## config.mk

```make
export PLATFORM = sky130hd
export DESIGN_NAME = seq_divider
export DESIGN_NICKNAME = d
export VERILOG_FILES = /design/src/rtl/seq_divider_pkg.sv /design/src/rtl/seq_divider_div_step.sv /design/src/rtl/seq_divider.sv
export SDC_FILE = /design/constraint.sdc
export NUM_CORES = 1
export LEC_CHECK = 0
export BUFFER_PORTS_ARGS = -buffer_cell sky130_fd_sc_hd__buf_2
export CORE_ASPECT_RATIO = 0.6
export CORE_MARGIN = 8
export CORE_UTILIZATION = 30
export CTS_CLUSTER_DIAMETER = 40
export DETAILED_ROUTE_END_ITERATION = 7
export PLACE_DENSITY_LB_ADDON = 0.08
export SYNTH_ARGS = -nofsm -noshare
export SYNTH_HDL_FRONTEND = slang
export SYNTH_HIERARCHICAL = 1
export SYNTH_SLANG_ARGS = --single-unit
```

## constraint.sdc

```tcl
create_clock -name clk -period 2.85 [get_ports clk]
set_input_delay 0.1425 -clock clk [delete_from_list [all_inputs] [get_ports clk]]
set_output_delay 0.1425 -clock clk [all_outputs]
set_load 0.01 [all_outputs]
```

## src/rtl/seq_divider_pkg.sv

```systemverilog
// Shared constants for the sequential restoring divider: state encoding,
// default operand width and the divide-by-zero quotient fill.
package seq_divider_pkg;

    localparam int DEFAULT_WIDTH = 8;

    typedef logic [1:0] state_t;

    localparam state_t IDLE = 2'd0;
    localparam state_t RUN  = 2'd1;
    localparam state_t DONE = 2'd2;

    // Every quotient bit is set when the divisor is zero.
    localparam logic DIV0_QUOT_BIT = 1'b1;

endpackage

```

## src/rtl/seq_divider_div_step.sv

```systemverilog
// One restoring-division iteration: shift the next dividend bit into the
// partial remainder and attempt to subtract the divisor.
module div_step
    import seq_divider_pkg::*;
#(
    parameter int WIDTH = DEFAULT_WIDTH
) (
    input  logic [WIDTH-1:0] rem,
    input  logic             dvd_msb,
    input  logic [WIDTH-1:0] divisor,
    output logic [WIDTH-1:0] next_rem,
    output logic             q_bit
);

    logic [WIDTH:0] shifted;
    logic [WIDTH:0] trial;

    assign shifted = {rem, dvd_msb};
    assign trial   = shifted - {1'b0, divisor};

    // rem < divisor on entry, so the top bit of the WIDTH+1 trial is a true borrow.
    assign q_bit    = ~trial[WIDTH];
    assign next_rem = q_bit ? trial[WIDTH-1:0] : shifted[WIDTH-1:0];

endmodule

```

## src/rtl/seq_divider.sv

```systemverilog
// Sequential restoring divider, one quotient bit per clock, start/busy/done handshake.
// Build option: define SIGNED_DIV_EN to honour signed_op (two's-complement operands).
//
// state | meaning
// IDLE  | waiting for start; results and div_by_zero hold
// RUN   | one shift-subtract step per edge, WIDTH steps in total
// DONE  | done pulse, results valid, busy still high
module seq_divider
    import seq_divider_pkg::*;
#(
    parameter int WIDTH = DEFAULT_WIDTH,
    parameter int CNT_W = $clog2(WIDTH) + 1
) (
    input  logic             clk,
    input  logic             rst_n,
    input  logic             start,
    input  logic [WIDTH-1:0] dividend,
    input  logic [WIDTH-1:0] divisor,
    input  logic             signed_op,
    output logic             busy,
    output logic             done,
    output logic [WIDTH-1:0] quotient,
    output logic [WIDTH-1:0] remainder,
    output logic             div_by_zero
);

    state_t           state_q;
    logic [WIDTH-1:0] rem_q;
    logic [WIDTH-1:0] dvd_q;
    logic [WIDTH-1:0] dsr_q;
    logic [CNT_W-1:0] cnt_q;

    logic [WIDTH-1:0] dvd_mag;
    logic [WIDTH-1:0] dsr_mag;
    logic [WIDTH-1:0] next_rem;
    logic             q_bit;
    logic [WIDTH-1:0] quo_raw;
    logic [WIDTH-1:0] quo_fix;
    logic [WIDTH-1:0] rem_fix;

`ifdef SIGNED_DIV_EN
    logic neg_quo_q;
    logic neg_rem_q;
    logic sgn_dvd;
    logic sgn_dsr;

    assign sgn_dvd = signed_op & dividend[WIDTH-1];
    assign sgn_dsr = signed_op & divisor[WIDTH-1];
    assign dvd_mag = sgn_dvd ? -dividend : dividend;
    assign dsr_mag = sgn_dsr ? -divisor  : divisor;
`else
    logic unused_signed_op;

    assign unused_signed_op = signed_op;
    assign dvd_mag          = dividend;
    assign dsr_mag          = divisor;
`endif

    div_step #(
        .WIDTH (WIDTH)
    ) u_div_step (
        .rem      (rem_q),
        .dvd_msb  (dvd_q[WIDTH-1]),
        .divisor  (dsr_q),
        .next_rem (next_rem),
        .q_bit    (q_bit)
    );

    assign quo_raw = {dvd_q[WIDTH-2:0], q_bit};

`ifdef SIGNED_DIV_EN
    // Sign correction is folded into result registration so latency is unchanged.
    assign quo_fix = neg_quo_q ? -quo_raw  : quo_raw;
    assign rem_fix = neg_rem_q ? -next_rem : next_rem;
`else
    assign quo_fix = quo_raw;
    assign rem_fix = next_rem;
`endif

    always_ff @(posedge clk or negedge rst_n) begin
        if (!rst_n) begin
            state_q     <= IDLE;
            rem_q       <= '0;
            dvd_q       <= '0;
            dsr_q       <= '0;
            cnt_q       <= '0;
            busy        <= 1'b0;
            done        <= 1'b0;
            quotient    <= '0;
            remainder   <= '0;
            div_by_zero <= 1'b0;
`ifdef SIGNED_DIV_EN
            neg_quo_q   <= 1'b0;
            neg_rem_q   <= 1'b0;
`endif
        end else begin
            done <= 1'b0;
            case (state_q)
                IDLE: begin
                    if (start) begin
                        busy        <= 1'b1;
                        div_by_zero <= 1'b0;
                        if (divisor == '0) begin
                            state_q     <= DONE;
                            done        <= 1'b1;
                            quotient    <= {WIDTH{DIV0_QUOT_BIT}};
                            remainder   <= dividend;
                            div_by_zero <= 1'b1;
                        end else begin
                            state_q <= RUN;
                            rem_q   <= '0;
                            dvd_q   <= dvd_mag;
                            dsr_q   <= dsr_mag;
                            cnt_q   <= '0;
`ifdef SIGNED_DIV_EN
                            neg_quo_q <= sgn_dvd ^ sgn_dsr;
                            neg_rem_q <= sgn_dvd;
`endif
                        end
                    end
                end
                RUN: begin
                    rem_q <= next_rem;
                    dvd_q <= quo_raw;
                    cnt_q <= cnt_q + CNT_W'(1);
                    if (cnt_q == CNT_W'(WIDTH - 1)) begin
                        quotient  <= quo_fix;
                        remainder <= rem_fix;
                        done      <= 1'b1;
                        state_q   <= DONE;
                    end
                end
                DONE: begin
                    busy    <= 1'b0;
                    state_q <= IDLE;
                end
                default: begin
                    busy    <= 1'b0;
                    state_q <= IDLE;
                end
            endcase
        end
    end

endmodule

```

==> results.ini, run 1 <==
[outcome]
status = finished, final reports clean

[sta]
final.setup.tns_ps = 0
max_freq_ghz = 0.377
setup_violations = 0
clock_skew_ps = 9.20
drv_slew = 0
post-route-min-period_ps = 2650
fin_ws_ps = 200
rsz0062_at_grt = false
slew-limit-headroom = 0.606
fin_crit_sh = 0.930
worst_slew_pin_slew_ps = 590
hold_viol = 0

[worst_setup_path]
rr_worst_depth = 13
path_class = reg2reg
cp_cell_sequence = inv_1 > ha_1 > inv_1 > fa_2 > a21o_1 > a21oi_4 > o31ai_4 > xor2_4 > buf_12 > mux2_2 > nand2_1 > nand2_1 > mux2_2
path_max_fanout = 9
r2r-start = dvd_q[7]
crit_required_ps = 3040
r2r_slack_ps = 200
worst-path-stages = 13
crit_path_end_kind = register
cpMaxStageDelayCell = dfrtp_1
r2r_end = remainder[3]
crit_buf_inv = 3
critical-path-max-stage-delay_ps = 380
critPathTopFamily = multiplexers
worstSetupStartpointType = register
arrival_ps = 2840

[global_routing]
track_usage = 0.114
overflow = 0
antenna_found_initial = 0
grt_pass1_wl_um = 10600
grt_max_degree = 24
grt_pass1_vias = 1980

[min_path]
min-delay-start = divisor[1]
whs_path_depth = 2
min_to = dsr_q[1]
hold_path_class = in2reg

[logic_synthesis]
synth-adder-area-share = 0.0501
synth.avg_cell_area_um2 = 10.6
ys_warn_count = 6
yosysUniqueCellTypes = 47
synth_top_family_by_area = multiplexers
synth_ff_type = dfrtp_1
yosys_register_bits = 49
synthMuxAreaShare = 0.167
synth_area_um2 = 2650
synth_fp_nets = 280
synthCells = 250
synthXorXnorAreaFrac = 0.0236
synth_async_sr_flop_share = 1.00
yosysSeqAreaShare = 0.463
synth_compound_area_frac = 0.0983
synth-edff-count = 0
synth-simple-area-share = 0.141

[drt]
routed_wl_um = 6240
drc = 0
wire_per_inst_um = 15.2
ant_nets = 0
drtPass1Iterations = 4
routed_via_density = 4.62
drt_iter0_markers = 101
num_vias = 1894

[power_and_ir_drop]
cellPowerDensity_nw_per_um2 = 1380
worst_ir_drop_vdd_v = 0.000455
p_leak_uw = 0.00149

[cells_and_area]
final_cell_mix = 49 x dfrtp_1, 43 x nand2_1, 37 x buf_2
area_growth_pct = 20.6
drive_above_1_share = 0.319
final_common_cell = dfrtp_1
nFillCells = 859
nets = 327
diodes = 0

[placement]
io_buffers = 37
gp_congestion = 0.724
place_ws_ps = 15.8
dp_hpwl_um = 4780

[clock_network]
numClockSinks = 49
root_buffer = clkbuf_16
clk_latency_ps = 300
cts_tree = yes
clkSlewWorstSetupHoldPaths_ps = 70
numCtsBuffers = 5
clk_path_buf_depth = 2
htreeDepth = 2

[die]
ioPinCount = 39
core_area_um2 = 8560
start_util = 0.309
die_w_um = 137
die_h_um = 88.8
die-area_um2 = 12200
fp-row-count = 26

[run]
maxCapViolCount = 0

==> synth_stat cells (3+ instances only) <==
cell | count | area, um2
a21oi_1 | 5 | 25.0
a31oi_1 | 3 | 18.8
clkbuf_1 | 3 | 11.3
dfrtp_1 | 49 | 1230
ha_1 | 9 | 113
inv_1 | 26 | 97.6
mux2_2 | 28 | 315
mux2i_1 | 10 | 100
nand2_1 | 43 | 161
nand2b_1 | 4 | 25.0
nor2_1 | 13 | 48.8
o21ai_0 | 12 | 60.1
==> flip-flops by register name, indices dropped and copies added (netlist names) <==
signal / flops
state_q: 2
remainder: 8
dvd_q: 8
dsr_q: 8
rem_q: 8
quotient: 8
div_by_zero: 1
cnt_q: 4
done: 1
busy: 1
==> worst reg2reg max path: cells and delay by family, from the launching register on <==
family / cells / cell delay, ps
muxes: 2 / 580
adders and majority gates: 2 / 510
and+or+nand+nor: 2 / 150
AOI/OAI and AO/OA: 3 / 490
xor gates and xnor gates: 1 / 160
buffers and inverters: 3 / 270
DFF: 1 / 380
==> kinds of logic after synthesis <==
kind of cell / count (synthesis)
simple gates: 77
flops: 49
mux: 40
compound gates: 36
buf+inv: 33
fa+ha+maj: 10
xor+xnor: 5
==> through the flow <==
step	hold slack, ps	std cells	instance area (um2)	power [uW]	utilization
after floorplan	-153	250	2650	2970	-
after global placement	135	400	2980	3610	0.348
after detailed placement	143	400	2980	3620	0.348
after CTS	128	409	3160	4340	0.370
after global routing	125	410	3190	4830	0.373
final	132	410	3190	4410	0.373
==> per-layer routing <==
layer	share of wire	global-route usage
met5	0	0
met4	0.0091	0.0294
met3	0.053	0.0340
met2	0.38	0.149
met1	0.56	0.172
==> area by class of cell <==
class / count / area, um2 / area share
clock buffers: 5 / 125 / 0.0392
clock inverters: 3 / 46.3 / 0.0145
inverters: 26 / 97.6 / 0.0306
multi-input cells: 168 / 1280 / 0.401
flip-flops and latches: 49 / 1230 / 0.384
well taps: 112 / 140 / 0.0439
repair buffers: 47 / 275 / 0.0862
==> timing repair <==
item / 4_1_cts / 5_1_grt
setup buffers: 0 / 1
setup endpoints to repair: 0 / 8
endpoints found under the hold margin: 17 / 0
hold buffers: 1 / 0
resized for setup: 0 / 2
==> report_power, final <==
part	total, uW	switching, uW	internal [uW]
combinational	2480	1270	1210
clock	698	282	416
sequential	1230	208	1020
total	4410	1760	2650
==> how the worst max path moves through the flow <==
stage                              end  slack, ps  startpoint
after global placement    remainder[3]         30    dvd_q[7]
final                     remainder[3]        200    dvd_q[7]
after global routing      remainder[2]         40    dvd_q[7]
after detailed placement  remainder[2]         20    dvd_q[7]
after floorplan           remainder[1]        250    dvd_q[7]
after CTS                 remainder[2]        0.9    dvd_q[7]
Note: power is estimated with default switching activity, not from simulation.
==> run 2, diff against run 1 <==
- PLACE_DENSITY_LB_ADDON: 0.08 -> 0.15
==> run 2 against run 1 <==
Net effect:
- via count fell by 1.2%
- global-route usage fell by 0.90 points
- highest routed layer unchanged
- sequential power barely moved
==> results.ini, run 2 (synthesized netlist as in run 1, its figures left out) <==
[outcome]
status = finished, final reports clean  ; unchanged

[worst_setup_path]
rr_worst_depth = 13  ; unchanged
r2r_end = remainder[1]  ; was remainder[3]
arrival_ps = 2900  ; was 2840 ps
worstSetupStartpointType = register  ; unchanged
r2r-start = dvd_q[7]  ; unchanged
crit_required_ps = 3030  ; was 3040 ps
path_class = reg2reg  ; unchanged
critPathLaunch = dvd_q[7]  ; unchanged
r2r_slack_ps = 120  ; was 200 ps
crit_end = remainder[1]  ; was remainder[3]
crit_path_end_kind = register  ; unchanged
path_max_fanout = 9  ; unchanged

[drt]
drt_iter0_markers = 61  ; was 101
num_vias = 1871  ; was 1894
drtPass1Iterations = 4  ; unchanged
ant_nets = 0  ; unchanged
routed_via_density = 4.56  ; was 4.62
wire_per_inst_um = 14.3  ; was 15.2 um
drc = 0  ; unchanged
routed_wl_um = 5850  ; was 6240 um

[sta]
post-route-min-period_ps = 2730  ; was 2650 ps
max_freq_ghz = 0.367  ; was 0.377 GHz
final.setup.tns_ps = 0  ; unchanged
slew-limit-headroom = 0.605  ; was 0.606
fin_crit_sh = 0.957  ; was 0.930
setup_violations = 0  ; unchanged
drv_slew = 0  ; unchanged
hold_viol = 0  ; unchanged
rsz0062_at_grt = false  ; unchanged
worst_slew_pin_slew_ps = 593  ; was 590 ps
clock_skew_ps = 7.72  ; was 9.20 ps

[global_routing]
grt_pass1_wl_um = 10100  ; was 10600 um
overflow = 0  ; unchanged
track_usage = 0.105  ; was 0.114
antenna_found_initial = 0  ; unchanged
grt_pass1_vias = 2017  ; was 1980
grt_max_degree = 23  ; was 24

[cells_and_area]
area_growth_pct = 20.5  ; was 20.6%
nets = 327  ; unchanged
final_area_um2 = 3190  ; about the same
drive_above_1_share = 0.312  ; was 0.319
final_common_cell = dfrtp_1  ; unchanged
diodes = 0  ; unchanged
final_cell_mix = 49 x dfrtp_1, 43 x nand2_1, 37 x buf_2  ; unchanged

[placement]
io_buffers = 37  ; unchanged
place_area_um2 = 3000  ; was 2980 um2
gp_congestion = 0.777  ; was 0.724
dp_hpwl_um = 4510  ; was 4780 um

[power_and_ir_drop]
p_int_uw = 2660  ; was 2650 uW
cellPowerDensity_nw_per_um2 = 1370  ; was 1380 nW/um2
comb_power_share = 0.561  ; was 0.562
p_seq_frac = 0.280  ; was 0.279
worst_ir_drop_vdd_v = 0.000436  ; was 0.000455 V
switchingPower_uw = 1710  ; was 1760 uW
clockPowerShare = 0.159  ; was 0.158
p_leak_uw = 0.00150  ; was 0.00149 uW
p_sw_frac = 0.392  ; was 0.399

[clock_network]
htreeDepth = 2  ; unchanged
clk_latency_ps = 290  ; was 300 ps
root_buffer = clkbuf_16  ; unchanged
numClockSinks = 49  ; unchanged
clkSlewWorstSetupHoldPaths_ps = 70  ; about the same
clk_path_buf_depth = 2  ; unchanged
numCtsBuffers = 5  ; unchanged
cts_setup_buffers = 0  ; unchanged
cts_tree = yes  ; unchanged

[die]
die-area_um2 = 12200  ; unchanged
start_util = 0.309  ; unchanged
die_h_um = 88.8  ; unchanged
core_area_um2 = 8560  ; unchanged
fp-row-count = 26  ; unchanged
ioPinCount = 39  ; unchanged
die_w_um = 137  ; unchanged

[min_path]
hold_path_class = in2reg  ; unchanged

[run]
maxCapViolCount = 0  ; unchanged

==> run 2: cell types whose count changed in the layout (fill, tap and decap cells not counted) <==
cell	delta
fa_2	-1
clkinvlp_4	-1
clkbuf_8	+1
clkbuf_1	+1
fa_1	+1
clkinv_4	-1
==> run 2: power by group through the flow <==
stage	registers, uW	logic, uW	clock network (uW)
after global placement	1230	2440	0
final	1220	2450	695
after global routing	1280	2780	754
after CTS	1230	2470	728
after detailed placement	1240	2450	0
after floorplan	1250	1720	0
==> run 2: repair_timing <==
| action | in CTS | in global routing |
|---|---|---|
| setup endpoints to repair | 0 | 5 |
| resized for setup | 0 | 1 |
| hold buffers | 1 | 0 |
| endpoints found under the hold margin | 16 | 0 |
==> run 2: through the flow <==
stage | worst slack (ps) | util | cells | power [uW] | hold WS [ps]
after global routing | 1.27 | 0.373 | 410 | 4810 | 133
after CTS | 82.4 | 0.372 | 410 | 4430 | 124
after detailed placement | 108 | 0.351 | 401 | 3690 | 111
final | 124 | 0.373 | 410 | 4370 | 132
after global placement | 99.0 | 0.351 | 401 | 3680 | 117
after floorplan | 249 | - | 250 | 2970 | -153
==> run 2: final cells by class <==
cell class                      instances  area (um2)
Fill cell                             886        5370
Multi-Input combinational cell        168        1280
Sequential cell                        49        1230
Timing Repair Buffer                   47         275
Clock buffer                            7         143
Tap cell                              112         140
Inverter                               26        97.6
Clock inverter                          1        30.0
==> run 2: metal layers <==
metal	up-vias	part of all wire	track usage	wire length, um
li1	939	-	-	-
met1	900	0.53	0.149	3120
met2	27	0.40	0.147	2350
met3	5	0.059	0.0380	343
met4	0	0.0067	0.0235	39
met5	-	0	0	0
==> run 2: worst min-delay path by stage <==
stage	from	to	slack, ps	cells after the start
2_1_floorplan	rst_n	busy	-150	0
3_3_place_gp	rst_n	rem_q[7]	120	1
3_5_place_dp	rst_n	rem_q[7]	110	1
4_1_cts	divisor[2]	dsr_q[2]	120	2
5_1_grt	divisor[0]	dsr_q[0]	130	2
6_report	divisor[2]	dsr_q[2]	130	2
==> run 2: worst max-delay path: stages, from the launching register on <==
cell and delay (ps):
dfrtp_1 370, inv_1 70, ha_1 150, inv_1 50, fa_1 400, a21o_1 210
a21oi_4 190, o31ai_4 110, xor2_4 160, buf_12 140, mux2_2 330, nand2_1 100
nand2_1 70, mux2_2 250
